$ cat src/rtl/capi_get_arb_ownq.sv
// In-order FIFO of client ids, one entry per get issued to the engine and not yet finished.
// The head is the client that owns the data beats currently returning from the engine.
module capi_get_arb_ownq #(
  parameter int ID_W = 2,
  parameter int LG   = 3
) (
  input  logic            clk,
  input  logic            reset,
  input  logic            push_i,
  input  logic [ID_W-1:0] push_id_i,
  input  logic            pop_i,
  output logic [ID_W-1:0] head_o,
  output logic [LG:0]     cnt_o,
  output logic            full_o,
  output logic            empty_o
);
  localparam int DEPTH = 1 << LG;

  logic [ID_W-1:0] mem_q [DEPTH];
  logic [LG-1:0]   wr_q, rd_q;
  logic [LG:0]     cnt_q;
  logic            do_push, do_pop;

  assign full_o  = (cnt_q == (LG+1)'(DEPTH));
  assign empty_o = (cnt_q == '0);
  assign do_push = push_i & ~full_o;
  assign do_pop  = pop_i & ~empty_o;
  assign head_o  = mem_q[rd_q];
  assign cnt_o   = cnt_q;

  always_ff @(posedge clk or posedge reset) begin
    if (reset) begin
      wr_q  <= '0;
      rd_q  <= '0;
      cnt_q <= '0;
    end else begin
      if (do_push) wr_q <= wr_q + 1'b1;
      if (do_pop)  rd_q <= rd_q + 1'b1;
      case ({do_push, do_pop})
        2'b10:   cnt_q <= cnt_q + 1'b1;
        2'b01:   cnt_q <= cnt_q - 1'b1;
        default: cnt_q <= cnt_q;
      endcase
    end
  end

  // Storage carries no reset; an entry is only read once the count covers it.
  always_ff @(posedge clk) begin
    if (do_push) mem_q[wr_q] <= push_id_i;
  end
endmodule

$ cat src/rtl/capi_get_arb.sv
// Round-robin sharing of one get engine among nreq clients: a one-deep command register feeds the engine,
// and an owner queue steers returned beats back to the client that issued each get, in issue order.
module capi_get_arb #(
  parameter int nreq         = 4,
  parameter int ea_width     = 65,
  parameter int ctxtid_width = 9,
  parameter int aux_width    = 1,
  parameter int ssize_width  = 18,
  parameter int rc_width     = 1,
  parameter int oq_lg        = 3
) (
  input  logic                         clk,
  input  logic                         reset,
  input  logic [nreq-1:0]              i_en,
  input  logic [nreq-1:0]              i_req_v,
  input  logic [nreq*ea_width-1:0]     i_req_addr,
  input  logic [nreq*ctxtid_width-1:0] i_req_ctxt,
  input  logic [nreq*aux_width-1:0]    i_req_aux,
  input  logic [nreq*ssize_width-1:0]  i_req_size,
  output logic [nreq-1:0]              o_req_r,
  output logic                         get_valid,
  output logic [ea_width-1:0]          get_addr,
  output logic [ctxtid_width-1:0]      get_ctxt,
  output logic [aux_width-1:0]         get_aux,
  output logic [ssize_width-1:0]       get_size,
  input  logic                         get_acc,
  input  logic                         get_data_v,
  output logic                         get_data_r,
  input  logic                         get_data_e,
  input  logic [3:0]                   get_data_c,
  input  logic [ssize_width-1:0]       get_data_bcnt,
  input  logic [rc_width-1:0]          get_data_rc,
  input  logic [129:0]                 get_data_d,
  output logic [nreq-1:0]              o_cl_data_v,
  input  logic [nreq-1:0]              i_cl_data_r,
  output logic                         o_cl_data_e,
  output logic [3:0]                   o_cl_data_c,
  output logic [ssize_width-1:0]       o_cl_data_bcnt,
  output logic [rc_width-1:0]          o_cl_data_rc,
  output logic [129:0]                 o_cl_data_d,
  output logic [nreq-1:0]              o_cl_data_own,
  output logic [oq_lg:0]               o_oq_cnt,
  output logic                         o_err
);
  localparam int IDW   = (nreq > 1) ? $clog2(nreq) : 1;
  localparam int DEPTH = 1 << oq_lg;

  logic [nreq-1:0]         elig;
  logic [IDW-1:0]          ptr_q, win_id, cand;
  logic                    any_elig, room, grant;
  logic [oq_lg+1:0]        resv;
  logic                    cmd_v_q;
  logic [IDW-1:0]          cmd_id_q;
  logic [ea_width-1:0]     cmd_addr_q, sel_addr;
  logic [ctxtid_width-1:0] cmd_ctxt_q, sel_ctxt;
  logic [aux_width-1:0]    cmd_aux_q, sel_aux;
  logic [ssize_width-1:0]  cmd_size_q, sel_size;
  logic [IDW-1:0]          head;
  logic                    oq_full, oq_empty;
  logic                    push, pop, xfer;
  logic [nreq-1:0]         own_q;
  logic                    err_q;

  assign elig = i_req_v & i_en;

  // First eligible client at or after the round-robin pointer.
  always_comb begin
    win_id   = '0;
    cand     = '0;
    any_elig = 1'b0;
    for (int k = 0; k < nreq; k++) begin
      cand = IDW'((int'(ptr_q) + k) % nreq);
      if (!any_elig && elig[cand]) begin
        any_elig = 1'b1;
        win_id   = cand;
      end
    end
  end

  always_comb begin
    sel_addr = '0;
    sel_ctxt = '0;
    sel_aux  = '0;
    sel_size = '0;
    for (int c = 0; c < nreq; c++) begin
      if (IDW'(c) == win_id) begin
        sel_addr = i_req_addr[(nreq-1-c)*ea_width +: ea_width];
        sel_ctxt = i_req_ctxt[(nreq-1-c)*ctxtid_width +: ctxtid_width];
        sel_aux  = i_req_aux[(nreq-1-c)*aux_width +: aux_width];
        sel_size = i_req_size[(nreq-1-c)*ssize_width +: ssize_width];
      end
    end
  end

  // A command sitting in the register already holds a queue slot.
  assign resv    = {1'b0, o_oq_cnt} + (oq_lg+2)'(cmd_v_q);
  assign room    = (resv < (oq_lg+2)'(DEPTH));
  assign grant   = any_elig & room & (~cmd_v_q | get_acc) & ~reset;
  assign o_req_r = grant ? (nreq'(1) << win_id) : '0;

  assign push = cmd_v_q & get_acc;

  always_ff @(posedge clk or posedge reset) begin
    if (reset) begin
      ptr_q    <= '0;
      cmd_v_q  <= 1'b0;
      cmd_id_q <= '0;
    end else begin
      if (grant) begin
        ptr_q    <= IDW'((int'(win_id) + 1) % nreq);
        cmd_v_q  <= 1'b1;
        cmd_id_q <= win_id;
      end else if (get_acc) begin
        cmd_v_q  <= 1'b0;
      end
    end
  end

  always_ff @(posedge clk) begin
    if (grant) begin
      cmd_addr_q <= sel_addr;
      cmd_ctxt_q <= sel_ctxt;
      cmd_aux_q  <= sel_aux;
      cmd_size_q <= sel_size;
    end
  end

  assign get_valid = cmd_v_q;
  assign get_addr  = cmd_addr_q;
  assign get_ctxt  = cmd_ctxt_q;
  assign get_aux   = cmd_aux_q;
  assign get_size  = cmd_size_q;

  capi_get_arb_ownq #(.ID_W(IDW), .LG(oq_lg)) u_ownq (
    .clk       (clk),
    .reset     (reset),
    .push_i    (push),
    .push_id_i (cmd_id_q),
    .pop_i     (pop),
    .head_o    (head),
    .cnt_o     (o_oq_cnt),
    .full_o    (oq_full),
    .empty_o   (oq_empty)
  );

  // Return path: beats go to the queue head until its end beat is taken.
  assign o_cl_data_v = (get_data_v & ~oq_empty) ? (nreq'(1) << head) : '0;
  assign get_data_r  = ~oq_empty & i_cl_data_r[head];
  assign xfer        = get_data_v & get_data_r;
  assign pop         = xfer & get_data_e;

  assign o_cl_data_e    = get_data_e;
  assign o_cl_data_c    = get_data_c;
  assign o_cl_data_bcnt = get_data_bcnt;
  assign o_cl_data_rc   = get_data_rc;
  assign o_cl_data_d    = get_data_d;

  // Owner is registered so it lines up with data arriving a cycle after its valid.
  always_ff @(posedge clk or posedge reset) begin
    if (reset) begin
      own_q <= '0;
      err_q <= 1'b0;
    end else begin
      own_q <= xfer ? (nreq'(1) << head) : '0;
      err_q <= err_q | (get_data_v & oq_empty);
    end
  end

  assign o_cl_data_own = own_q;
  assign o_err         = err_q;
endmodule

$ cat config.mk
export PLATFORM = sky130hd
export DESIGN_NAME = capi_get_arb
export DESIGN_NICKNAME = d
export VERILOG_FILES = /design/src/rtl/capi_get_arb_ownq.sv /design/src/rtl/capi_get_arb.sv
export SDC_FILE = /design/constraint.sdc
export NUM_CORES = 1
export LEC_CHECK = 0
export CAP_MARGIN = 0
export CORE_AREA = 2 2 318 320
export CTS_BUF_LIST = sky130_fd_sc_hd__clkbuf_16
export DETAILED_ROUTE_END_ITERATION = 10
export DIE_AREA = 0 0 320 322
export SLEW_MARGIN = 10
export SYNTH_ARGS = -nofsm -noshare
export SYNTH_HDL_FRONTEND = slang
export SYNTH_SLANG_ARGS = --single-unit
$ cat constraint.sdc
create_clock -name clk -period 5.89 [get_ports clk]
set_clock_uncertainty 0.2 [all_clocks]
set_input_delay 1.178 -clock clk [delete_from_list [all_inputs] [get_ports clk]]
set_output_delay 1.178 -clock clk [all_outputs]
set_load 0.01 [all_outputs]
# After elaboration in Yosys (flattened, before gate mapping)
# Memory sizes are Yosys's and may differ from the RTL's.
# Index checks and enable logic that the tools add are counted.
word_totals:
  elab_cells: 106
  n_memories: 1
  ff_bits: 113
  mem_bits_rw: 16
  output_inout_bits: 266
  inputBits: 542
memory_table:
  columns: ["memory", "words", "word_bits", "rd", "rd_clocked_by_memory_dff", "wr", "line_no", "text"]
  rows:
  - ["u_ownq.mem_q", 8, 2, 1, 0, 1, "capi_get_arb_ownq.sv:19", "logic [ID_W-1:0] mem_q [DEPTH];"]
classes:
  eq_ne: 6
  bitwise_logic: 18
  n_mux: 42
  addsub: 9
  magnitude_cmp: 6
  shifts: 2
  reduce_logical: 10
op_table:
  columns: ["cell", "n"]
  rows:
  - ["65-bit two-way mux", 4]
  - ["18-bit two-way mux", 4]
  - ["9-bit two-way mux", 4]
  - ["1-bit two-way mux", 17]
  - ["2-bit by 3-bit < comparator with 1-bit output (second input constant)", 5]
  - ["4-bit two-way mux", 3]
  - ["1-bit bitwise AND", 11]
  - ["1-bit binary-select mux with 2-bit select", 5]
  - ["2-bit two-way mux", 4]
  - ["4-bit case mux with 2 select lines", 1]
  - ["1-bit by 2-bit left shift with 4-bit output (first input constant)", 2]
  - ["3-bit by 1-bit adder with 3-bit output (second input constant)", 2]
  - ["4-bit by 1-bit adder with 5-bit output", 1]
  - ["5-bit by 4-bit < comparator with 1-bit output (second input constant)", 1]
  - ["2-bit by 1-bit adder with 2-bit output (second input constant)", 2]
  - ["2-bit adder (second input constant)", 2]
  - ["4-bit by 1-bit adder with 4-bit output (second input constant)", 1]
  - ["4-bit bitwise AND", 1]
  - ["2-bit == test (first input constant)", 2]
  - ["4-bit == test (second input constant)", 1]
  - ["4-bit logical NOT", 1]
  - ["1-bit NOT", 4]
  - ["2-bit nonzero test", 2]
  - ["4-bit by 1-bit subtractor with 4-bit output (second input constant)", 1]
  - ["7 further kinds", 12]

# Depth between registers and ports, before layout
depth:
  depth_word: 18
  mapped_depth: 13
  mapped_depth_nobuf: 12

# By module
# Synthesis repeated with hierarchy kept, for this count alone.
unflattened:
  cells_unflattened: 841
  area_unflattened_um2: 8628.3
modules_own_cells:
  columns: ["module", "n_inst", "cells_per_inst", "area_per_inst_um2"]
  rows:
  - ["capi_get_arb", 1, 750, 7364.6]
  - ["capi_get_arb_ownq", 1, 91, 1263.7]

# Worst setup path after synthesis
# No wires, ideal clock.
synth_timing:
  path_kind: "input-to-output"
  startpoint: "input i_req_v[1]"
  endpoint: "output o_req_r[0]"
  required_time_ns: 4.512
  t_arrival_ns: 5.002
  path_slack_ns: -0.490
  path_stages: 5
  cell_sequence: "nand2_1 > and4_1 > a2111oi_0 > clkbuf_1 > and2_1"
synth_via:
  elab_chain_len: 17
synth_rtl:
  columns: ["item", "line_no", "text"]
  rows:
  - ["start: declaration", "capi_get_arb.sv:15", "input logic [nreq-1:0] i_req_v,"]
  - ["4-bit bitwise AND *", "capi_get_arb.sv:64", "assign elig = i_req_v & i_en;"]
  - ["1-bit binary-select mux with 2-bit select", "capi_get_arb.sv:73", "if (!any_elig && elig[cand]) begin"]
  - ["1-bit two-way mux (implied by the code)", "capi_get_arb.sv:73", null]
  - ["1-bit two-way mux", "capi_get_arb.sv:73", null]
  - ["1-bit logical NOT", "capi_get_arb.sv:73", null]
  - ["1-bit logical AND", "capi_get_arb.sv:73", null]
  - ["1-bit two-way mux", "capi_get_arb.sv:73", null]
  - ["1-bit logical NOT", "capi_get_arb.sv:73", null]
  - ["1-bit logical AND", "capi_get_arb.sv:73", null]
  - ["1-bit two-way mux", "capi_get_arb.sv:73", null]
  - ["1-bit logical NOT", "capi_get_arb.sv:73", null]
  - ["1-bit logical AND", "capi_get_arb.sv:73", null]
  - ["1-bit two-way mux *", "capi_get_arb.sv:73", null]
  - ["1-bit bitwise AND * (3 in series)", "capi_get_arb.sv:98", "assign grant = any_elig & room & (~cmd_v_q | get_acc) & ~reset;"]
  - ["named net grant", "capi_get_arb.sv:50", "logic any_elig, room, grant;"]
  - ["4-bit two-way mux *", "capi_get_arb.sv:99", "assign o_req_r = grant ? (nreq'(1) << win_id) : '0;"]
  - ["end: declaration", "capi_get_arb.sv:20", "output logic [nreq-1:0] o_req_r,"]
# The timed path passes the listed nets; every way through them passes the cells marked *. The select of a mux whose other input is x is not followed.

# Worst setup path in the final report
layout_timing:
  startpoint: "input i_en[1]"
  endpoint: "output o_req_r[1]"
layout_via:
  elab_chain_len: 17
layout_rtl:
  columns: ["item", "line_no", "text"]
  rows:
  - ["start: declaration", "capi_get_arb.sv:14", "input logic [nreq-1:0] i_en,"]
  - ["4-bit bitwise AND *", "capi_get_arb.sv:64", null]
  - ["1-bit binary-select mux with 2-bit select", "capi_get_arb.sv:73", null]
  - ["1-bit two-way mux (implied by the code)", "capi_get_arb.sv:73", null]
  - ["1-bit two-way mux", "capi_get_arb.sv:73", null]
  - ["1-bit logical NOT", "capi_get_arb.sv:73", null]
  - ["1-bit logical AND", "capi_get_arb.sv:73", null]
  - ["1-bit two-way mux", "capi_get_arb.sv:73", null]
  - ["1-bit logical NOT", "capi_get_arb.sv:73", null]
  - ["1-bit logical AND", "capi_get_arb.sv:73", null]
  - ["1-bit two-way mux", "capi_get_arb.sv:73", null]
  - ["1-bit logical NOT", "capi_get_arb.sv:73", null]
  - ["1-bit logical AND", "capi_get_arb.sv:73", null]
  - ["1-bit two-way mux", "capi_get_arb.sv:73", null]
  - ["1-bit bitwise AND (3 in series)", "capi_get_arb.sv:98", null]
  - ["4-bit two-way mux *", "capi_get_arb.sv:99", null]
# Every way passes the cells marked *; elsewhere a longest branch is shown, timed or not. The select of a mux whose other input is x is not followed.

==> flow_summary.ini <==
[timing]
setup_viol = 0
finalCritPeriodShare_pct = 86.0
min_period_ns = 5.07
tightest_slew_ns = 1.08
fin_setup_tns_ns = 0
fmax_ghz = 0.197
whs_ns = 0.259
slew_viol_final = 0
fin_ws_ns = 0.823
relSlewSlack_pct = 27.7
finalHoldViolations = 0
rsz0062_at_grt = no

[layout]
fill_cells = 11300
drive_above_1_share_pct = 4.49
multiInputGateArea_mm2 = 0.00361
final_cells = 2640
syn_to_final_growth_pct = 68.2
seqCellArea_mm2 = 0.00377
fin_nets = 1876
design_area_mm2 = 0.0148
postLayoutCoreUtil_pct = 14.9

[synthesis]
synth_seq_area_share_pct = 42.9
ys_ff_latch = 129
synthFlopType = edfxtp_1
synthTopCellsByArea = edfxtp_1 (37%), buf_4 (13%), a21oi_1 (11%), nand2_1 (8.3%), nand3b_1 (7.7%)
yosysUniqueCellTypes = 37
async_reset_ff_share_pct = 15.5
yosys_warnings = 0
netlist_area_mm2 = 0.00880
synth_edf_count = 109
synth.largest_area_cell = edfxtp_1
synth.top_cell.area_share_pct = 37.2
netlist_instances = 1018
synth_area_per_cell_um2 = 8.65
syn_nets = 1570

[cts]
cts_tree = built
clock-sinks = 129
hold_buffers = 0
clk_latency_ns = 0.49
clk_pin_slew_ns = 0.07
cts_buffer_depth = 2
cts_buffers = 17
cts_root_buf = clkbuf_16
htreeDepth = 4
post_cts_resized = 0
post_cts_buffers = 0

[detailed_routing]
first_pass_iters = 7
avgViaCountPerCell = 3.30
ant_nets = 0
drt-initial-drc-count = 505
num_vias = 8704
wl_mm = 65.5
drcViolationCount = 0
wl_per_cell_um = 24.8

[worst_setup_path]
worstSetupEndpointType = output pin
worst-setup-path-type = input pin to output pin
startpoint_type = input pin
crit_buf_inv = 3
worstPathRequired_ns = 4.51
critPathMaxStageDelay_ns = 0.64
crit_arrival_ns = 3.69
path_common_cell = clkdlybuf4s50_1
crit_family = buffers and inverters
worstPathCellList = clkdlybuf4s50_1 > nand2_1 > and4_1 > a2111oi_2 > buf_4 > and2_1 > clkdlybuf4s50_1
crit_path_max_fanout = 5
critPathSlowestCell = a2111oi_2

[floorplanning]
die_h_um = 322
io_pins = 808
die-area_mm2 = 0.103
initial_core_util_pct = 8.84
die_x_um = 320
row_count = 116
coreArea_mm2 = 0.0996

[pwr]
power_frac_comb_pct = 42.6
swShare_pct = 38.3
p_int_mw = 2.78
totalPowerFinal_mw = 4.50
pwr-share-clk_pct = 25.6
peakVddDrop_uv = 177
seq_power_share_pct = 31.8
p_leak_nw = 4.74
p_switching_mw = 1.72
p_per_area_mw_per_mm2 = 304

[grt]
grtUsageTotal_pct = 12.2
grt_pass1_wl_mm = 81.6
grt.busiest_layer = met2
grt_max_degree = 187
grtUsageMet1_pct = 10.9
antenna_found_initial = 26
use_met2_pct = 19.8
met3_usage_pct = 10.6
grt_overflow = 0
grt_pass1_vias = 8396

[run_status]
status = complete, no violations

[placement]
dp_cells = 2603
io_buffers = 501
placed_area_mm2 = 0.0142
pre_cts_ws_ns = 0.690
dp_hpwl_mm = 55.6
place.gp.congestion = 0.914

[flow_run]
drv_cap = 0

[min_path]
hold_class = register to register
==> logic make-up (layout without fill, tap and decap cells) <==
kind of cell    after synthesis  in the layout  share of synthesized area [%]
simple gates                325            325                           18.5
compound gates              295            295                           17.2
buf+inv                     237            556                           16.8
flops                       129            129                           42.9
mux                          14             14                           2.42
fa+ha+maj                    10             10                           1.51
xor+xnor                      8              8                          0.796
other cells                   0              5                              0
==> cells in the mapped netlist (2+ instances only) <==
| master | count |
|---|---|
| nand2_1 | 194 |
| a21oi_1 | 186 |
| buf_4 | 154 |
| edfxtp_1 | 109 |
| nand3b_1 | 90 |
| clkbuf_1 | 72 |
| o21ai_1 | 65 |
| o21ai_0 | 31 |
| dfrtp_1 | 20 |
| nor2_1 | 13 |
| inv_1 | 10 |
| and2_1 | 9 |
| ha_1 | 9 |
| xnor2_1 | 5 |
| a21o_1 | 4 |
| a22oi_1 | 4 |
| mux2_1 | 4 |
| mux4_2 | 4 |
| nand2b_1 | 4 |
| nor2b_1 | 4 |
| mux2_4 | 3 |
| nor3_1 | 3 |
| xor2_1 | 3 |
| and3_1 | 2 |
| mux2_2 | 2 |
| nand3_1 | 2 |
| o21a_1 | 2 |
==> worst paths after layout <==
check	from	end	slack, ns	cells after the start
max in group asynchronous	reset	o_cl_data_own[1]	4.00	2
worst min-delay path	o_err	o_err	0.26	1
worst max-delay path	i_en[1]	o_req_r[1]	0.82	7
min in group asynchronous	reset	get_valid	0.99	2
worst min register to register	o_err	o_err	0.26	1
worst max register to register	ptr_q[1]	get_addr[0]	2.12	10
==> power by group through the flow <==
stage,combinational [mW],sequential (mW),clock [mW]
after floorplan,0.987,1.48,0
after global placement,1.92,1.45,0
after detailed placement,1.94,1.45,0
after CTS,1.94,1.43,1.22
after global routing,2.09,1.46,1.24
final,1.91,1.43,1.15
==> routing by layer <==
layer / part of all wire [%] / vias to the layer above / wire (um)
met5: 0.27 / - / 178
met4: 3.4 / 30 / 2200
met3: 18 / 95 / 12000
met2: 46 / 624 / 30300
met1: 32 / 3941 / 20800
li1: - / 4014 / -
==> placed cells by master (no fill, tap or decap), drive strengths merged, types with 2 or more instances in the layout <==
cell	count
a21o	4
nor2	13
xor2	3
clkbuf	17
clkinv	7
nand2	194
buf	13
mux2	9
and2	9
o21a	2
o21ai	96
clkdlybuf4s50	501
edfxtp	109
diode	5
a22oi	4
xnor2	5
mux4	4
inv	18
nor3	3
a21oi	186
nand2b	4
ha	9
nor2b	4
and3	2
nand3b	90
nand3	3
dfrtp	20
==> registers in the layout, summed over array words and instances, names as in the netlist <==
signal	count
get_aux	1
u_ownq.wr_q	3
u_ownq.mem_q	16
o_cl_data_own	4
ptr_q	2
u_ownq.rd_q	3
u_ownq.cnt_o	4
get_addr	65
get_valid	1
get_size	18
get_ctxt	9
o_err	1
cmd_id_q	2
==> area by class of cell <==
class                      instances  area share, %
clock buffer                      17           2.87
multi-input combinational        652           24.4
antenna                            5         0.0845
tap                             1298           11.0
clock inverter                    15           1.28
sequential                       129           25.5
timing repair buffer             514           34.7
inverter                          10          0.253
==> worst register-to-register path, delay by kind of cell, from the launching register on <==
family | cells | cell delay [ns]
AOI/OAI and AO/OA | 6 | 1.30
buffers and inverters | 2 | 1.16
DFF | 1 | 0.45
and+or+nand+nor | 1 | 0.20
adders and majority gates | 1 | 0.19
No activity file was read; power rests on OpenSTA's default activity.
